<file path="src/rtl/jogo_pkg.sv">
// jogo_pkg: shared board geometry, FSM encoding and column map type for the battleship game.
package jogo_pkg;
    localparam int NUM_COLUNAS = 5;
    localparam int NUM_LINHAS  = 7;
    typedef enum logic [1:0] {JOGANDO, AVALIA, CHECA, FIM} estado_t;
    typedef logic [NUM_LINHAS-1:0] coluna_t;
endpackage

</file>
<file path="src/rtl/debounce_botao.sv">
// debounce_botao: two-flop synchronizer, debounce counter and one-cycle press pulse for an active-low button.
module debounce_botao #(
    parameter int DEBOUNCE_CICLOS = 16
) (
    input  logic clock,
    input  logic reset,
    input  logic btn,
    output logic nivel,
    output logic pressionado
);
    localparam int W = $clog2(DEBOUNCE_CICLOS + 1);
    logic s1, s2;
    logic [W-1:0] cnt;
    // The pulse fires only on the 1->0 transition of the accepted level.
    always_ff @(posedge clock) begin
        if (reset) begin
            s1 <= 1'b1;
            s2 <= 1'b1;
            nivel <= 1'b1;
            cnt <= '0;
            pressionado <= 1'b0;
        end else begin
            s1 <= btn;
            s2 <= s1;
            pressionado <= 1'b0;
            if (s2 == nivel) cnt <= '0;
            else if (cnt == W'(DEBOUNCE_CICLOS - 1)) begin
                nivel <= s2;
                cnt <= '0;
                pressionado <= nivel;
            end else cnt <= cnt + W'(1);
        end
    end
endmodule

</file>
<file path="src/rtl/controle_ataque.sv">
// controle_ataque: attack-phase controller; validates shots against the fleet map,
// keeps shot/hit history and drives the five column maps for the matrix display.
module controle_ataque
    import jogo_pkg::*;
#(
    parameter int DEBOUNCE_CICLOS = 16,
    parameter int MAX_TENTATIVAS  = 15,
    parameter int PISCA_BITS      = 8
) (
    input  logic       clock,
    input  logic       reset,
    input  logic       enable,
    input  logic       btn_confirmar,
    input  logic [2:0] coluna,
    input  logic [2:0] linha,
    input  coluna_t    mapa0,
    input  coluna_t    mapa1,
    input  coluna_t    mapa2,
    input  coluna_t    mapa3,
    input  coluna_t    mapa4,
    output coluna_t    matriz0,
    output coluna_t    matriz1,
    output coluna_t    matriz2,
    output coluna_t    matriz3,
    output coluna_t    matriz4,
    output logic [5:0] acertos,
    output logic [5:0] tentativas,
    output logic       ultimo_acerto,
    output logic       ultimo_erro,
    output logic       jogada_invalida,
    output logic       vitoria,
    output logic       derrota
);
    localparam int N = NUM_COLUNAS * NUM_LINHAS;
    estado_t estado;
    logic [PISCA_BITS-1:0] pisca;
    logic [N-1:0] mapa_v, tiro, acerto, cursor, vis;
    logic [2:0] col_l, lin_l;
    logic [5:0] idx_l, idx_c;
    logic fora_l, fora_c, fase, ganhou, pressionado, nivel;
    debounce_botao #(.DEBOUNCE_CICLOS(DEBOUNCE_CICLOS)) u_debounce (
        .clock(clock),
        .reset(reset),
        .btn(btn_confirmar),
        .nivel(nivel),
        .pressionado(pressionado)
    );
    // Flattened cell index is coluna*7 + linha, matching the mapa/matriz bit layout.
    assign mapa_v = {mapa4, mapa3, mapa2, mapa1, mapa0};
    assign idx_l  = 6'(col_l) * 6'd7 + 6'(lin_l);
    assign idx_c  = 6'(coluna) * 6'd7 + 6'(linha);
    assign fora_l = col_l > 3'd4 || lin_l > 3'd6;
    assign fora_c = coluna > 3'd4 || linha > 3'd6;
    assign fase   = pisca[PISCA_BITS-1];
    assign ganhou = (|mapa_v) && ((acerto & mapa_v) == mapa_v);
    assign cursor = fora_c ? '0 : (N'(fase) << idx_c);
    assign vis    = !enable ? '0 : estado == FIM ? (acerto | mapa_v) : ((acerto | (tiro & {N{fase}})) ^ cursor);
    assign matriz0 = vis[0 +: NUM_LINHAS];
    assign matriz1 = vis[7 +: NUM_LINHAS];
    assign matriz2 = vis[14 +: NUM_LINHAS];
    assign matriz3 = vis[21 +: NUM_LINHAS];
    assign matriz4 = vis[28 +: NUM_LINHAS];
    always_ff @(posedge clock) begin
        if (reset) pisca <= '0;
        else pisca <= pisca + PISCA_BITS'(1);
    end
    always_ff @(posedge clock) begin
        if (reset || !enable) begin
            estado <= JOGANDO;
            col_l <= '0;
            lin_l <= '0;
            tiro <= '0;
            acerto <= '0;
            acertos <= '0;
            tentativas <= '0;
            ultimo_acerto <= 1'b0;
            ultimo_erro <= 1'b0;
            jogada_invalida <= 1'b0;
            vitoria <= 1'b0;
            derrota <= 1'b0;
        end else begin
            jogada_invalida <= 1'b0;
            case (estado)
                JOGANDO: if (pressionado) begin
                    col_l <= coluna;
                    lin_l <= linha;
                    estado <= AVALIA;
                end
                AVALIA: begin
                    if (fora_l || tiro[idx_l]) jogada_invalida <= 1'b1;
                    else begin
                        tiro[idx_l] <= 1'b1;
                        tentativas <= tentativas + 6'd1;
                        ultimo_acerto <= mapa_v[idx_l];
                        ultimo_erro <= !mapa_v[idx_l];
                        if (mapa_v[idx_l]) begin
                            acerto[idx_l] <= 1'b1;
                            acertos <= acertos + 6'd1;
                        end
                    end
                    estado <= CHECA;
                end
                CHECA: begin
                    if (ganhou) begin
                        vitoria <= 1'b1;
                        estado <= FIM;
                    end else if (tentativas == 6'(MAX_TENTATIVAS)) begin
                        derrota <= 1'b1;
                        estado <= FIM;
                    end else estado <= JOGANDO;
                end
                FIM: estado <= FIM;
            endcase
        end
    end
endmodule

</file>
<file path="config.mk">
export PLATFORM = sky130hd
export DESIGN_NAME = controle_ataque
export DESIGN_NICKNAME = d
export VERILOG_FILES = /design/src/rtl/jogo_pkg.sv /design/src/rtl/debounce_botao.sv /design/src/rtl/controle_ataque.sv
export SDC_FILE = /design/constraint.sdc
export NUM_CORES = 1
export LEC_CHECK = 0
export CAP_MARGIN = 20
export CORE_MARGIN = 3
export CORE_UTILIZATION = 60
export CTS_CLUSTER_SIZE = 20
export DETAILED_ROUTE_END_ITERATION = 10
export GPL_TIMING_DRIVEN = 0
export PLACE_DENSITY = 0.86
export SYNTH_ARGS = -nofsm -noshare
export SYNTH_HDL_FRONTEND = slang
export SYNTH_HIERARCHICAL = 1
export SYNTH_SLANG_ARGS = --single-unit
</file>
<file path="constraint.sdc">
create_clock -name clock -period 15.3 [get_ports clock]
set_input_delay 3.825 -clock clock [delete_from_list [all_inputs] [get_ports clock]]
set_output_delay 3.825 -clock clock [all_outputs]
set_load 0.03 [all_outputs]
</file>
==> results of run 1 <==
metrics by stage:
| stage | hold WS (ns) | setup slack [ns] | cells |
|---|---|---|---|
| 6_report | 0.432 | 2.75 | 1149 |
| 5_1_grt | 0.442 | 2.57 | 1149 |
| 4_1_cts | 0.435 | 2.89 | 1149 |
| 3_3_place_gp | 0.397 | 2.95 | 1133 |
| 3_5_place_dp | 0.415 | 2.89 | 1133 |
| 2_1_floorplan | 0.389 | 4.35 | 895 |
cell families (layout without fill, tap and decap cells):
family	Yosys count	in the layout	share of synthesized area (%)
AOI/OAI and AO/OA	257	257	23.4
xor gates and xnor gates	48	48	5.94
adders and majority gates	35	35	6.91
buffers and inverters	102	213	5.97
DFF	112	112	31.1
muxes	28	28	4.41
and+or+nand+nor	313	313	22.2
final cells by class:
type | instances | area (µm²) | area share [%]
multi-input cells | 681 | 4540 | 52.5
flip-flops and latches | 112 | 2240 | 25.9
repair buffers | 95 | 951 | 11.0
plain buffers | 63 | 284 | 3.29
clock buffers | 10 | 229 | 2.65
well taps | 143 | 179 | 2.07
inverters | 39 | 146 | 1.69
clock inverters | 6 | 77.6 | 0.897
cell usage in the layout, fill, tap and decap left out, types with 6 or more instances in the layout:
| cell | count |
|---|---|
| o31ai_1 | 27 |
| nand3_1 | 24 |
| clkbuf_1 | 41 |
| dfxtp_1 | 112 |
| ha_1 | 27 |
| nor3b_1 | 9 |
| a221oi_1 | 8 |
| a31oi_1 | 9 |
| inv_1 | 39 |
| nor4_1 | 37 |
| nor3_1 | 14 |
| nand2b_1 | 9 |
| o22ai_1 | 10 |
| xor2_1 | 33 |
| o21bai_1 | 9 |
| xnor2_1 | 14 |
| a21oi_1 | 85 |
| buf_2 | 10 |
| nand4_1 | 17 |
| a32o_1 | 11 |
| nand2_1 | 65 |
| clkbuf_16 | 9 |
| o21ai_0 | 51 |
| nor2_1 | 83 |
| and3_1 | 6 |
| mux2i_1 | 25 |
| nor2b_1 | 23 |
| fa_1 | 8 |
| o311a_1 | 8 |
| clkdlybuf4s50_1 | 95 |
sequential cells by signal, indices dropped and copies added, names as in the netlist:
name and cells:
derrota 1, estado 2, tiro 35, acertos 6
vitoria 1, u_debounce/s1 1, acerto 35, tentativas 6
u_debounce/nivel 1, ultimo_acerto 1, col_l 3, pisca 8
lin_l 3, u_debounce/s2 1, u_debounce/cnt 5, u_debounce/pressionado 1
jogada_invalida 1, ultimo_erro 1
where the power goes:
group          leakage [nW]  switching [W]  internal, W
Sequential            0.903    0.000000641     0.000292
Clock                 0.147       0.000116     0.000130
Combinational          1.88      0.0000579    0.0000282
layer usage:
metal	wire length (µm)	share of wire (%)
met2	11900	43
met5	0	0
met3	3680	13
met1	10300	37
met4	1740	6.3
how the worst min path moves through the flow:
stage,startpoint,end,slack [ns],cells past startpoint
floorplan,u_debounce/s1,u_debounce/s2,0.39,1
global placement,u_debounce/s1,u_debounce/s2,0.40,1
detailed placement,u_debounce/s1,u_debounce/s2,0.42,1
CTS,u_debounce/s1,u_debounce/s2,0.44,1
global route,u_debounce/s1,u_debounce/s2,0.44,1
finish,u_debounce/s1,u_debounce/s2,0.43,1
==> flow_metrics.py, run 1 <==
metrics = {
    "placement": {
        "gp_congestion": 1.07,
        "dp_hpwl_um": 21000,
        "port_buffers": 95,
        "place_area_mm2": 0.00834,
    },
    "synth": {
        "netlist_area_mm2": 0.00721,
        "syn_area_per_cell_um2": 8.05,
        "yosysMostFrequentCell": "dfxtp_1",
        "synth_cells": 895,
        "synthTopCellsByCount": "112 x dfxtp_1, 85 x a21oi_1, 83 x nor2_1",
        "ys_types": 70,
        "ys_top_cells_by_area": "dfxtp_1 31%, a21oi_1 5.9%, ha_1 4.7%",
        "yosysSeqAreaShare_pct": 31.1,
        "synth_seq_cells": 112,
        "synthArstFlopShare_pct": 0,
        "synth_nets": 975,
        "yosysTopAreaCell": "dfxtp_1",
        "synth_edf_count": 0,
        "synth_top_area_share_pct": 31.1,
        "ys.flop_type": "dfxtp_1",
        "yosys_warnings": 6,
    },
    "worst_setup_path": {
        "worst-path-max-fanout": 10,
        "worst_ep_required_time_ns": 11.48,
        "critPathKind": "input pin to primary output",
        "start_kind": "input pin",
        "r2r-end": "acerto[31]",
        "startpoint": "coluna[1]",
        "slowest_delay_ns": 0.69,
        "crit_chain": "clkdlybuf4s50_1, fa_1, fa_1, ha_1, a21o_1, a21oi_1, xor2_1, clkbuf_1, nand3_1, xnor2_1, a21oi_1, clkdlybuf4s50_1",
        "reg2regPathDepth": 13,
        "critPathTopFamily": "buffers and inverters",
        "crit_path_end": "matriz4[6]",
        "regToRegSetupSlack_ns": 10.27,
        "worstSetupEndpointType": "primary output",
        "cp.arrival_ns": 8.73,
        "cpMaxStageDelayCell": "clkdlybuf4s50_1",
        "worst-path-buf-inv": 3,
        "cp.depth": 12,
        "r2r_start": "col_l[2]",
    },
    "finish": {
        "diodes": 0,
        "area.growth.synth_to_final_pct": 19.9,
        "layout.nets": 1081,
        "final_layout_size_suffix_gt1_share_pct": 5.57,
        "final_core_util_pct": 74.7,
        "fill_cells": 903,
        "design_area_mm2": 0.00864,
    },
    "cts": {
        "cts_resized": 0,
        "cts_setup_buffers": 0,
        "clk_latency_ns": 0.35,
        "clkTransAtPathRegs_ns": 0.07,
        "cts.sinks": 112,
        "hold_buffers": 0,
        "max-clock-path-buffers": 2,
        "cts_made_buffers": 9,
        "cts_root_buffer": "clkbuf_16",
        "cts_max_level": 3,
        "cts_tree": "done",
    },
    "global_route": {
        "grt_pass1_wl_um": 41700,
        "overflow": 0,
        "grt_max_degree": 20,
        "met2_usage_pct": 62.8,
        "grtUsageTotal_pct": 41.2,
        "met3_usage_pct": 9.87,
        "use_met1_pct": 53.9,
        "grt_pass1_vias": 7290,
        "busiest_layer": "met2",
        "antenna_found_initial": 0,
    },
    "detailed_routing": {
        "wl_um": 27600,
        "vias": 7747,
        "wl_per_cell_um": 24.0,
        "first_pass_iters": 9,
        "drt-vias-per-instance": 6.74,
        "drt_iter0_drc": 1216,
        "antenna_left": 0,
        "drcViolationCount": 0,
    },
    "sta": {
        "finalSetupTns_ns": 0,
        "worst_slew_pin_slew_ns": 0.919,
        "setup_violations": 0,
        "finalCriticalPeriod_ns": 12.55,
        "drv_slew": 0,
        "hold_viol_final": 0,
        "fin_skew_ns": 0.00539,
        "slew-limit-headroom_pct": 38.2,
        "achievable-frequency_mhz": 79.7,
        "rsz0062_at_grt": "false",
        "period_share_pct": 82.1,
    },
    "pwr": {
        "ir_worst_vdd_mv": 0.0592,
        "power_w": 0.000625,
        "power.density_mw_per_mm2": 72.3,
        "leakagePower_nw": 2.93,
    },
    "die": {
        "io_pins": 97,
        "start_util_pct": 62.3,
        "die-area_mm2": 0.0134,
        "num_rows": 39,
        "die_w_um": 116,
        "design.core.area_mm2": 0.0116,
        "die_y_um": 116,
    },
    "run_status": {
        "status": "complete, no violations",
    },
    "hold_path": {
        "hp-class": "flop to flop",
    },
    "run": {
        "drv_cap": 0,
    },
}
Power figures use the tool's default switching activity.
==> run 2, diff against run 1 <==
- CORE_UTILIZATION: 60 -> 51
- PLACE_DENSITY: 0.86 -> 0.78
- clock period: 15.3 -> 10.4 ns (I/O delays scaled with it)
==> run 2 against run 1 <==
Effect of this change: wire length rose by 4.4%; die area rose by 17%; non-clock buffer count did not move; via count rose by 0.74%; worst hold slack got worse by 0.0037 ns; clock power rose by 47%; combinational power rose by 50%; global-route usage fell by 5.6 points; first-iteration DRC count fell by 19%; power rose by 47%; final area rose by 0.54%; clock skew rose by 0.0044 ns.
==> flow_metrics.py, run 2 (synthesized netlist as in run 1, its figures left out) <==
metrics = {
    "finish": {
        "multi_input_area_mm2": 0.00454,
        "final_cell_mix": "112 x dfxtp_1, 95 x clkdlybuf4s50_1, 85 x a21oi_1",
        "layout.nets": 1081,
        "layout_commonest_cell": "dfxtp_1",
        "reg_top3": "acerto (35), tiro (35), pisca (8)",
        "fill_cells": 1185,
        "final_layout_size_suffix_gt1_share_pct": 5.67,
        "diodes": 0,
        "ff_latch_area_mm2": 0.00224,
        "area.growth.synth_to_final_pct": 20.6,
    },
    "sta": {
        "fin_skew_ns": 0.00983,
        "worst_slew_pin_slew_ns": 1.05,
        "slew-limit-headroom_pct": 29.1,
        "achievable-frequency_mhz": 98.6,
        "drv_slew": 0,
        "finalSetupTns_ns": 0,
        "rsz0062_at_grt": "false",
        "hold_viol_final": 0,
        "period_share_pct": 97.5,
        "setup_violations": 0,
        "finalCriticalPeriod_ns": 10.14,
    },
    "run": {
        "drv_cap": 0,
    },
    "worst_setup_path": {
        "r2r-end": "acerto[18]",
        "crit_chain": "clkdlybuf4s50_1, fa_1, fa_1, fa_1, a21o_1, a21oi_1, xnor2_1, clkbuf_1, clkbuf_1, nor4_1, xor2_1, a21oi_1, clkdlybuf4s50_1",
        "slowest_delay_ns": 0.73,
        "worst-path-max-fanout": 10,
        "cp.arrival_ns": 7.54,
        "worst-path-buf-inv": 4,
        "start_kind": "input pin",
        "critPathKind": "input pin to primary output",
        "cp.depth": 13,
        "critPathTopFamily": "buffers and inverters",
        "cpMaxStageDelayCell": "clkdlybuf4s50_1",
        "r2r_start": "col_l[1]",
        "worstSetupEndpointType": "primary output",
        "worst_ep_required_time_ns": 7.80,
        "reg2regPathDepth": 13,
        "cp_common_cell": "fa_1",
        "regToRegSetupSlack_ns": 5.36,
    },
    "die": {
        "num_rows": 42,
        "die-area_mm2": 0.0156,
        "design.core.area_mm2": 0.0135,
        "die_y_um": 125,
        "die_w_um": 125,
        "start_util_pct": 53.4,
        "io_pins": 97,
    },
    "global_route": {
        "grt_max_degree": 22,
        "grt_pass1_vias": 7262,
        "overflow": 0,
        "grtUsageTotal_pct": 35.6,
        "grt_pass1_wl_um": 43100,
        "antenna_found_initial": 0,
    },
    "hold_path": {
        "hold_end": "u_debounce/s2",
        "hold_start": "u_debounce/s1",
        "hp-class": "flop to flop",
        "hold_depth": 1,
    },
    "cts": {
        "cts_made_buffers": 9,
        "clkTransAtPathRegs_ns": 0.08,
        "cts_tree": "done",
        "max-clock-path-buffers": 2,
        "cts_root_buffer": "clkbuf_16",
        "cts_max_level": 3,
        "cts_setup_buffers": 0,
        "cts.sinks": 112,
        "clk_latency_ns": 0.37,
        "cts_resized": 0,
        "hold_buffers": 0,
    },
    "detailed_routing": {
        "drt_iter0_drc": 979,
        "wl_per_cell_um": 24.4,
        "drt-vias-per-instance": 6.60,
        "wl_um": 28800,
        "first_pass_iters": 6,
        "drcViolationCount": 0,
        "vias": 7804,
        "antenna_left": 0,
    },
    "pwr": {
        "power_w": 0.000921,
        "power.density_mw_per_mm2": 106,
        "leakagePower_nw": 2.94,
        "ir_worst_vdd_mv": 0.119,
    },
    "placement": {
        "port_buffers": 95,
        "dp_hpwl_um": 21800,
        "gp_congestion": 1.06,
    },
    "run_status": {
        "status": "complete, no violations",
    },
}
[run 2: per-stage QoR]
stage | setup WS, ns | hold WS, ns | instances | util, % | cell area, µm²
floorplan | 1.90 | 0.389 | 895 | - | 7210
global placement | 0.457 | 0.406 | 1166 | 62.0 | 8380
detailed placement | 0.381 | 0.409 | 1166 | 62.0 | 8380
CTS | 0.376 | 0.431 | 1182 | 64.4 | 8690
global route | 0.141 | 0.457 | 1182 | 64.4 | 8690
finish | 0.255 | 0.428 | 1182 | 64.4 | 8690
[run 2: worst reg2reg max path: stages, from the launching register on]
cell and delay, ns:
dfxtp_1 0.46, fa_1 0.48, fa_1 0.56, inv_1 0.08, fa_1 0.68, buf_2 0.31, clkbuf_1 0.43, nor3b_1 0.11
o21ai_0 0.22, nand4_1 0.16, nand4_1 0.15, nor3b_2 0.53, nand4_1 0.48, o21ai_0 0.31
[run 2: cell type report]
cell class,count,area share [%]
flip-flops and latches,112,25.8
well taps,176,2.53
plain buffers,63,3.27
repair buffers,95,10.9
clock buffers,10,2.75
inverters,39,1.68
clock inverters,6,0.835
multi-input cells,681,52.2
[run 2: report_power, final]
part / internal (W) / switching (W) / leakage [nW] / total [W]
clock: 0.000178 / 0.000183 / 0.152 / 0.000361
sequential: 0.000430 / 0.000000937 / 0.903 / 0.000431
combinational: 0.0000415 / 0.0000876 / 1.88 / 0.000129
[run 2: worst max-delay path by stage]
stage                          from    endpoint  slack, ns
final                     coluna[1]  matriz0[1]       0.26
after global routing      coluna[1]  matriz4[6]       0.14
after CTS                 coluna[1]  matriz0[1]       0.38
after detailed placement  coluna[1]  matriz4[1]       0.38
after global placement    coluna[1]  matriz4[1]       0.46
after floorplan           coluna[0]  matriz4[4]       1.90
[run 2: metal layers]
metal	track usage, %	wire, µm	vias up
met4	20.3	1860	0
li1	-	-	3487
met3	9.39	3770	133
met2	53.1	12100	603
met1	46.5	11000	3581
met5	0	0	-
==> run 3, diff against run 2 <==
- CORE_UTILIZATION: 51 -> 60
- CTS_CLUSTER_DIAMETER: not set -> 120
- PLACE_DENSITY: 0.78 -> 0.86
- clock period: 10.4 -> 13.09 ns (I/O delays scaled with it)
==> results of run 3 <==
The final DEF is identical to that of run 1. Status: complete, no violations.
Main changes from that run: setup slack after placement 2.89 ns -> 1.78 ns; setup slack after layout 2.75 ns -> 1.64 ns; register-to-register setup slack 10.27 ns -> 8.06 ns; total power 0.000625 W -> 0.000731 W; worst IR drop on VDD 0.0592 mV -> 0.0692 mV
